[src/rtl/can_uart_framer.sv]
// rtl/can_uart_framer.sv - serialises one latched CAN frame into bytes for the UART TX stage
// Define CAN_UART_FRAMER_CHECKSUM_EN to append an XOR checksum byte (B1..last data byte).
module can_uart_framer (
  input  logic        clock115200hz,
  input  logic        reset,
  input  logic        frame_valid,
  output logic        frame_ready,
  input  logic [10:0] frame_id,
  input  logic        frame_rtr,
  input  logic [3:0]  frame_dlc,
  input  logic [63:0] frame_data,
  output logic [7:0]  tx_data,
  output logic        tx_send,
  input  logic        tx_ready,
  output logic        busy
);

  typedef enum logic [2:0] {
    S_IDLE,
    S_LOAD,
    S_ISSUE,
    S_WAIT_BUSY,
    S_WAIT_IDLE
  } state_t;

  state_t      state, state_nxt;
  logic [10:0] id_q;
  logic        rtr_q;
  logic [3:0]  dlc_q;
  logic [63:0] data_q;
  logic [3:0]  idx;
  logic [3:0]  last_idx;
  logic [3:0]  len;
  logic [3:0]  dlc_clamped;
  logic [2:0]  dsel;
  logic [7:0]  byte_cur;
  logic        accept;
  logic        send_nxt;

  assign dlc_clamped = (frame_dlc > 4'd8) ? 4'd8 : frame_dlc;
  assign len         = rtr_q ? 4'd0 : dlc_q;
  assign frame_ready = (state == S_IDLE) && !reset;
  assign accept      = frame_valid && frame_ready;
  assign busy        = (state != S_IDLE);
  assign dsel        = idx[2:0] - 3'd4;

`ifdef CAN_UART_FRAMER_CHECKSUM_EN
  logic [7:0] csum;
  assign last_idx = 4'd4 + len;
`else
  assign last_idx = 4'd3 + len;
`endif

  always_comb begin
    byte_cur = data_q[{dsel, 3'b000} +: 8];
    case (idx)
      4'd0:    byte_cur = 8'hAA;
      4'd1:    byte_cur = {rtr_q, 4'b0000, id_q[10:8]};
      4'd2:    byte_cur = id_q[7:0];
      4'd3:    byte_cur = {4'b0000, dlc_q};
      default: ;
    endcase
`ifdef CAN_UART_FRAMER_CHECKSUM_EN
    if (idx == last_idx) byte_cur = csum;
`endif
  end

  // tx_send is held in ISSUE for its single high cycle so it never leaks into other states
  always_comb begin
    state_nxt = state;
    send_nxt  = 1'b0;
    case (state)
      S_IDLE:      if (accept) state_nxt = S_LOAD;
      S_LOAD:      state_nxt = S_ISSUE;
      S_ISSUE: begin
        if (tx_send)       state_nxt = S_WAIT_BUSY;
        else if (tx_ready) send_nxt  = 1'b1;
      end
      S_WAIT_BUSY: if (!tx_ready) state_nxt = S_WAIT_IDLE;
      S_WAIT_IDLE: if (tx_ready) state_nxt = (idx == last_idx) ? S_IDLE : S_LOAD;
      default:     state_nxt = S_IDLE;
    endcase
  end

  always_ff @(posedge clock115200hz) begin
    if (reset) begin
      state   <= S_IDLE;
      tx_send <= 1'b0;
      tx_data <= 8'h00;
      idx     <= 4'd0;
      id_q    <= 11'd0;
      rtr_q   <= 1'b0;
      dlc_q   <= 4'd0;
      data_q  <= 64'd0;
`ifdef CAN_UART_FRAMER_CHECKSUM_EN
      csum    <= 8'h00;
`endif
    end else begin
      state   <= state_nxt;
      tx_send <= send_nxt;
      if (accept) begin
        id_q   <= frame_id;
        rtr_q  <= frame_rtr;
        dlc_q  <= dlc_clamped;
        data_q <= frame_data;
        idx    <= 4'd0;
`ifdef CAN_UART_FRAMER_CHECKSUM_EN
        csum   <= 8'h00;
`endif
      end
      if (state == S_LOAD) begin
        tx_data <= byte_cur;
`ifdef CAN_UART_FRAMER_CHECKSUM_EN
        if (idx != 4'd0) csum <= csum ^ byte_cur;
`endif
      end
      if (state == S_WAIT_IDLE && tx_ready) idx <= idx + 4'd1;
    end
  end

endmodule

[config.mk]
export PLATFORM = sky130hd
export DESIGN_NAME = can_uart_framer
export DESIGN_NICKNAME = d
export VERILOG_FILES = /design/src/rtl/can_uart_framer.sv
export SDC_FILE = /design/constraint.sdc
export NUM_CORES = 1
export LEC_CHECK = 0
export CAP_MARGIN = 40
export CORE_AREA = 5 5 101 103
export DETAILED_ROUTE_END_ITERATION = 10
export DIE_AREA = 0 0 106 108
export PLACE_DENSITY = 0.8
export SYNTH_ARGS = -nofsm -noshare
export SYNTH_HDL_FRONTEND = slang
export SYNTH_SLANG_ARGS = --single-unit
export TNS_END_PERCENT = 50
[constraint.sdc]
create_clock -name clock115200hz -period 2.47 [get_ports clock115200hz]
set_input_delay 0.494 -clock clock115200hz [delete_from_list [all_inputs] [get_ports clock115200hz]]
set_output_delay 0.494 -clock clock115200hz [all_outputs]
set_load 0.02 [all_outputs]
======== Word level (Yosys, flattened, before mapping) ========
Index checks and enable logic that the tools add are counted.
cells by class
  $mul .................................... 0
  mux-type cells .......................... 12
  divide/modulo/power cells ............... 0
  $lt $le $gt $ge ......................... 1
  equal/unequal tests ..................... 12
  bitwise operators ....................... 1
  add/subtract/negate cells ............... 3
  shift operators ......................... 1
  reductions and logical operators ........ 10
operator list
  kind                   number
  $shiftx A64 B7 Y8      1
  $pmux W8 S4            1
  $mux W4                4
  $pmux W3 S5            1
  $mux W3                4
  $eq A4 B2 Y1 const B   2
  $ne A2 B2 Y1 const B   4
  $eq A3 B2 Y1 const B   2
  $add A2 B4 Y4 const A  1
  $add A4 B1 Y4 const B  1
  $eq A4 B1 Y1 const B   1
  $eq A4 B4 Y1           1
  $gt A4 B4 Y1 const B   1
  $logic_not A4 Y1       1
  $reduce_and A4 Y1      1
  $eq A3 B1 Y1 const B   1
  $eq A3 B3 Y1 const B   1
  $logic_and A1 B1 Y1    3
  $logic_not A3 Y1       1
  $reduce_bool A3 Y1     1
  $reduce_or A3 Y1       1
  $sub A3 B3 Y3 const B  1
  $mux W1                2
  $reduce_bool A2 Y1     1
  other kinds (2)        2
storage, ports and cells
  memories ................................ 0
  input bits .............................. 84
  memory bits (read-only) ................. 0
  RAM bits ................................ 0
  word-level logic and storage cells ...... 48
  latch bits .............................. 0
  output and inout bits ................... 11
  register bits ........................... 96

======== Depth between registers and ports, before layout ========
Gate-level depths: netlist (run 1).
  depth in word-level cells ............... 6
  mapped depth ............................ 9
  gate-level depth less buffers ........... 6

======== Worst setup path after synthesis (run 1) ========
Ideal clock, no wire load.
  path type ............................... reg2reg
  start ................................... register idx[0]
  end ..................................... register tx_data[5]
  cell stages (with the launch flop) ...... 10
  data arrival time ....................... 2.194 ns
  setup slack ............................. 0.185 ns
  buffers on the path ..................... 3
  cell sequence ........................... dfxtp_1 buf_2 buf_2 inv_1 ha_1 clkbuf_1 nor4_1 o21ba_2 a22oi_1 a311oi_1
between the ends
  word-level cells in the longest chain between the ends .. 3
  elaborated cells between the ends (all ways) .. 7
  those cells by class .................... add/sub: 1; eq/ne: 3; shift: 1; mux: 1; reduce/logical: 1
RTL lines
  what                    RTL line  source
  start, declared         31        logic [3:0] idx;
  start signal, assigned  117       if (state == S_WAIT_IDLE && tx_ready) idx <= idx + 4'd1;
  $sub A3 B3 Y3           45        assign dsel = idx[2:0] - 3'd4;
  $shiftx A64 B7 Y8       55        byte_cur = data_q[{dsel, 3'b000} +: 8];
  $pmux W8 S4 *           56        case (idx)
  end signal, assigned    112       tx_data <= byte_cur;
  end, declared           12        output logic [7:0] tx_data,
Mark *: on every way between the ends. The rest lies on a longest branch, timed or not.
A chain may end at the register's enable or synchronous reset.

======== Final worst setup path (run 1) ========
  start ................................... register state[2]
  end ..................................... output port busy
between the ends
  word-level cells in the longest chain between the ends .. 1
RTL lines
  what                    RTL line  source
  start, declared         26        state_t state, state_nxt;
  start signal, assigned  99        state <= state_nxt;
  $reduce_bool A3 Y1      44        assign busy = (state != S_IDLE);
  end, declared           15        output logic busy
Every way passes these cells.

==> impl_metrics.toml, run 1 <==
[outcome]
outcome = "completed"

[sta]
fin_skew_ps = 12.2
setup_tns_ps = 0
fin_crit_ps = 2240
finalCritPeriodShare_pct = 90.6
setup_violations = 0
maxSlewHeadroom_pct = 50.3
slew_violations = 0
tightestPinTransition_ps = 745
setup_ws_ps = 232
hold_viol = 0
fmax_mhz = 447
rsz0062_at_grt = "false"

[route]
initialDrtViolationCount = 253
wl_per_cell_um = 15.9
drt_wl_total_mm = 11.1
vias_per_cell = 5.42
drc = 0
drt-pass1-iter-count = 4
ant_nets = 0
vias = 3769

[setup_path]
crit_family = "buffers and inverters"
crit_type = "reg -> out"
crit_chain = "or3_4, clkdlybuf4s50_1"
cp_data_arrival_time_ps = 1740
crit_buf_inv = 1
slowest_stage = "clkdlybuf4s50_1"
path_max_fanout = 9
critPathLaunchType = "flop"
end_kind = "output pin"
worstPathRequired_ps = 1980
worst_path_largest_cell_delay_ps = 560

[clock_tree]
htree_num_levels = 3
cts.clk_slew.worst_paths_ps = 90
clk_latency_ps = 360
cts_tree = "done"
root_buffer = "clkbuf_8"
cts_sinks = 96
numCtsBuffers = 9
postCtsSetupBuffers = 0
cts_buffer_depth = 2

[cells_and_area]
layout_commonest_cell = "nand2_1"
final_cell_mix = "171 x nand2_1, 96 x dfxtp_1, 92 x clkdlybuf4s50_1"
fin_nets = 670
drive_above_1_share_pct = 19.1
area_delta_synth_final_pct = 25.2
diodes = 0
fin_cells = 696
stdcell_area_um2 = 5850

[job]
drv_cap = 0

[synthesis]
async_flop_share_pct = 0
avgSynthCellArea_um2 = 9.24
synthCells = 505
synth_cell_type_count = 42
synth_edf_count = 0
yosysWarnings = 0
synth_nets = 594
ys.flop_type = "dfxtp_1"
ys_ff_latch = 96
netlist_area_um2 = 4670
yosysSeqAreaShare_pct = 41.2

[global_route]
grt_util_all_layers_pct = 20.4
overflow = 0
first_global_vias = 3853
grt_pass1_wl_mm = 18.9
antenna_found_initial = 0
grt_max_degree = 98

[die]
rows = 35
die_y_um = 108
core-area_um2 = 9110
initial_core_util_pct = 51.2
die_w_um = 106
die_area_um2 = 11400
io_pins = 95

[power]
p_leak_uw = 0.00246
power_switching_uw = 875
switching_share_pct = 25.1
ir_drop_mv = 0.322
finalPower_uw = 3490
seq_power_share_pct = 51.0
pwr-share-clk_pct = 32.7
cellPowerDensity_nw_per_um2 = 597
pwr-share-comb_pct = 16.3
p_int_uw = 2620

[worst_hold_path]
hp-class = "reg -> reg"

[place]
place_ws_ps = 288
port_buffers = 94
detailed_place_hpwl_mm = 8.08
place_area_um2 = 5620
placed_cells = 681
place_congestion = 0.806
worst register-to-register path: cells and delay by family, from the launching register on:
family                   cells  cell delay (ps)
AO/OA/AOI/OAI                3              690
flip-flops                   1              550
AND/OR/NAND/NOR              1              370
adder cells (fa/ha/maj)      1              240
buffers and inverters        1              170
path summary, 6_finish.rpt:
kind / start / depth (start not counted) / end / slack (ps)
max: state[2] / 2 / busy / 230
min: data_q[25] / 2 / data_q[25] / 480
max reg2reg: idx[0] / 6 / tx_data[5] / 370
min reg2reg: data_q[25] / 2 / data_q[25] / 480
registers in the layout (all words and copies together), names as in the netlist:
name	flops
id_q	11
dlc_q	4
data_q	64
state	3
rtr_q	1
idx	4
tx_data	8
tx_send	1
metrics by stage:
step | hold slack (ps) | util (%)
3_5_place_dp | 467 | 61.7
5_1_grt | 493 | 64.2
6_report | 484 | 64.2
2_1_floorplan | 446 | -
3_3_place_gp | 464 | 61.7
4_1_cts | 483 | 64.1
power by group through the flow:
| stage | Sequential (uW) | Combinational (uW) | Clock (uW) |
|---|---|---|---|
| after global placement | 1810 | 557 | 0 |
| after CTS | 1780 | 576 | 1150 |
| after floorplan | 1800 | 338 | 0 |
| final | 1780 | 569 | 1140 |
| after global routing | 1800 | 625 | 1230 |
| after detailed placement | 1810 | 572 | 0 |
area by class of cell:
| class | count | area (um2) |
|---|---|---|
| well taps | 111 | 139 |
| repair buffers | 104 | 1040 |
| clock inverters | 3 | 65.1 |
| multi-input cells | 367 | 2510 |
| clock buffers | 12 | 155 |
| flip-flops and latches | 96 | 1920 |
| fillers | 776 | 3260 |
| inverters | 3 | 11.3 |
synthesized netlist by cell type, drive strengths merged, types with 2 or more instances:
| master | instances | area, um2 |
|---|---|---|
| a211oi | 6 | 45.0 |
| a21o | 2 | 15.0 |
| a21oi | 10 | 50.1 |
| a221o | 2 | 20.0 |
| a222oi | 2 | 20.0 |
| a22oi | 2 | 15.0 |
| a311oi | 3 | 26.3 |
| buf | 22 | 164 |
| clkbuf | 17 | 63.8 |
| dfxtp | 96 | 1920 |
| ha | 5 | 62.6 |
| inv | 3 | 11.3 |
| mux2i | 9 | 90.1 |
| mux4 | 12 | 270 |
| nand2 | 171 | 642 |
| nand2b | 4 | 25.0 |
| nand3 | 5 | 25.0 |
| nand3b | 80 | 863 |
| nor2 | 15 | 56.3 |
| nor3 | 8 | 40.0 |
| nor3b | 3 | 22.5 |
| nor4 | 3 | 18.8 |
| o21ai | 4 | 20.0 |
| o221ai | 2 | 17.5 |
| or3 | 2 | 17.5 |
| xnor2 | 3 | 26.3 |
| xor2 | 3 | 26.3 |
logic make-up (layout without fill, tap and decap cells):
family	Yosys count	count (layout)	synth area share [%]
multiplexers	21	21	7.72
adder cells (fa/ha/maj)	5	5	1.34
XOR/XNOR	6	6	1.13
buffers and inverters	42	122	5.12
AND/OR/NAND/NOR	296	296	37.5
flip-flops	96	96	41.2
AO/OA/AOI/OAI	39	39	6.00
timing repair:
action | in CTS | in global routing
hold buffers | 0 | 0
setup endpoints to repair | 0 | 1
gates resized for setup | 0 | 1
metal layers:
metal | track usage, % | vias up | routed length (um)
met3 | 4.06 | 12 | 613
met4 | 6.57 | 0 | 171
met5 | 0 | - | 0
met2 | 33.0 | 108 | 5370
li1 | - | 1869 | -
met1 | 27.7 | 1780 | 4930
(Power assumes the default switching activity.)
==> run 2, diff against run 1 <==
- CORE_AREA: 5 5 101 103 -> 5 5 91 114
- DIE_AREA: 0 0 106 108 -> 0 0 96 119
==> run 2 against run 1 <==
- register-to-register slack about the same
- maximum frequency down 4.5%
- global-route usage up 0.60 points
- first-iteration DRC count down 17%
- design area up 2.0%
- sequential share of layout area down 0.63 points
- clock power up 31%
- via count down 0.45%
- clock-buffer cell count down 1
- sequential cell count unchanged
- worst hold slack worse by 10 ps
- critical endpoint is now frame_ready
- largest cell class unchanged
==> impl_metrics.toml, run 2 (synthesis results as in run 1) <==
[clock_tree]
cts_resized = 0
postCtsSetupBuffers = 0
cts_sinks = 96
htree_num_levels = 3
numCtsBuffers = 9
clk_latency_ps = 340
cts_tree = "done"
root_buffer = "clkbuf_16"
cts.clk_slew.worst_paths_ps = 60
cts_buffer_depth = 2
hold_buffers = 0

[route]
drt_wl_total_mm = 11.2
vias_per_cell = 5.29
initialDrtViolationCount = 211
wl_per_cell_um = 15.8
ant_nets = 0
vias = 3752
drc = 0
drt-pass1-iter-count = 4

[place]
detailed_place_hpwl_mm = 8.10
place_congestion = 0.780
port_buffers = 94
placed_cells = 693

[worst_hold_path]
hp-class = "reg -> reg"

[power]
ir_drop_mv = 0.426
p_leak_uw = 0.00249
cellPowerDensity_nw_per_um2 = 646
seq_power_share_pct = 46.3
power_switching_uw = 939
pwr-share-clk_pct = 38.8
pwr-share-comb_pct = 14.9
switching_share_pct = 24.4
p_int_uw = 2910

[sta]
setup_violations = 0
tightestPinTransition_ps = 647
finalCritPeriodShare_pct = 94.8
rsz0062_at_grt = "false"
maxSlewHeadroom_pct = 56.8
fin_skew_ps = 8.28
hold_viol = 0
fin_crit_ps = 2340
slew_violations = 0
fmax_mhz = 427
setup_tns_ps = 0

[setup_path]
path_max_fanout = 9
end_kind = "output pin"
crit_chain = "or3_4, nor2_1, clkdlybuf4s50_1"
cp_data_arrival_time_ps = 1850
critPathLaunchType = "flop"
worstPathRequired_ps = 1980
crit_type = "reg -> out"
worst_path_largest_cell_delay_ps = 610
slowest_stage = "clkdlybuf4s50_1"

[global_route]
antenna_found_initial = 0
grt_util_all_layers_pct = 21.0
overflow = 0
grt_pass1_wl_mm = 18.9
first_global_vias = 3937
grt_max_degree = 65

[die]
rows = 39
core-area_um2 = 9080
io_pins = 95
initial_core_util_pct = 51.4
die_area_um2 = 11400
die_y_um = 119
die_w_um = 96

[cells_and_area]
layout_commonest_cell = "nand2_1"
area_delta_synth_final_pct = 27.7
fin_nets = 670
diodes = 0
drive_above_1_share_pct = 19.3
reg_top3 = "data_q x64, id_q x11, tx_data x8"
fin_cells = 709
largest_reg_flops = 64
fill_cells = 755
final_cell_mix = "171 x nand2_1, 96 x dfxtp_1, 93 x clkdlybuf4s50_1"
top_register = "data_q"

[job]
drv_cap = 0

[outcome]
outcome = "completed"
==> run 2: changes by cell type in the layout (fill, tap and decap cells not counted) <==
cell,delta
dlymetal6s2s_1,-1
clkinvlp_4,+2
clkbuf_8,-10
clkbuf_16,+9
clkdlybuf4s50_1,+1
==> run 2: metal layers <==
metal	wire [um]	vias to the layer above	track usage, %
li1	-	1873	-
met1	4700	1754	26.7
met2	5720	105	34.7
met3	494	20	4.22
met4	308	0	7.83
met5	0	-	0
==> run 2: path summary, 6_finish.rpt <==
kind         startpoint     endpoint  slack, ps  depth (start not counted)
min reg2reg  data_q[22]   data_q[22]        470                          2
max reg2reg      idx[1]   tx_data[5]        360                          6
max            state[2]  frame_ready        130                          3
min          data_q[22]   data_q[22]        470                          2
==> run 2: layout make-up <==
cell class	count	area [um2]	area share, %
Clock buffer	11	243	4.07
Clock inverter	5	80.1	1.34
Inverter	3	11.3	0.189
Multi-Input combinational cell	367	2510	42.2
Sequential cell	96	1920	32.2
Tap cell	123	154	2.58
Timing Repair Buffer	104	1040	17.4
==> run 2: worst max-delay path: cells and delay by family, from the launching register on <==
kind | cells | cell delay [ps]
buf+inv | 1 | 610
flops | 1 | 370
simple gates | 2 | 530
==> run 2: stage by stage <==
step	cell area (um2)	hold slack (ps)	total power (uW)	utilization, %	setup slack (ps)
4_1_cts	5960	475	3880	65.7	114
2_1_floorplan	4670	446	2140	-	185
6_report	5960	474	3850	65.7	127
3_3_place_gp	5640	456	2370	62.1	386
3_5_place_dp	5640	462	2390	62.1	336
5_1_grt	5960	498	4010	65.7	54.5
==> run 2: power by group through the flow <==
stage / logic [uW] / clock network, uW / registers (uW)
final: 574 / 1490 / 1780
after global routing: 632 / 1580 / 1800
after CTS: 580 / 1520 / 1780
after detailed placement: 576 / 0 / 1810
after global placement: 561 / 0 / 1810
after floorplan: 338 / 0 / 1800
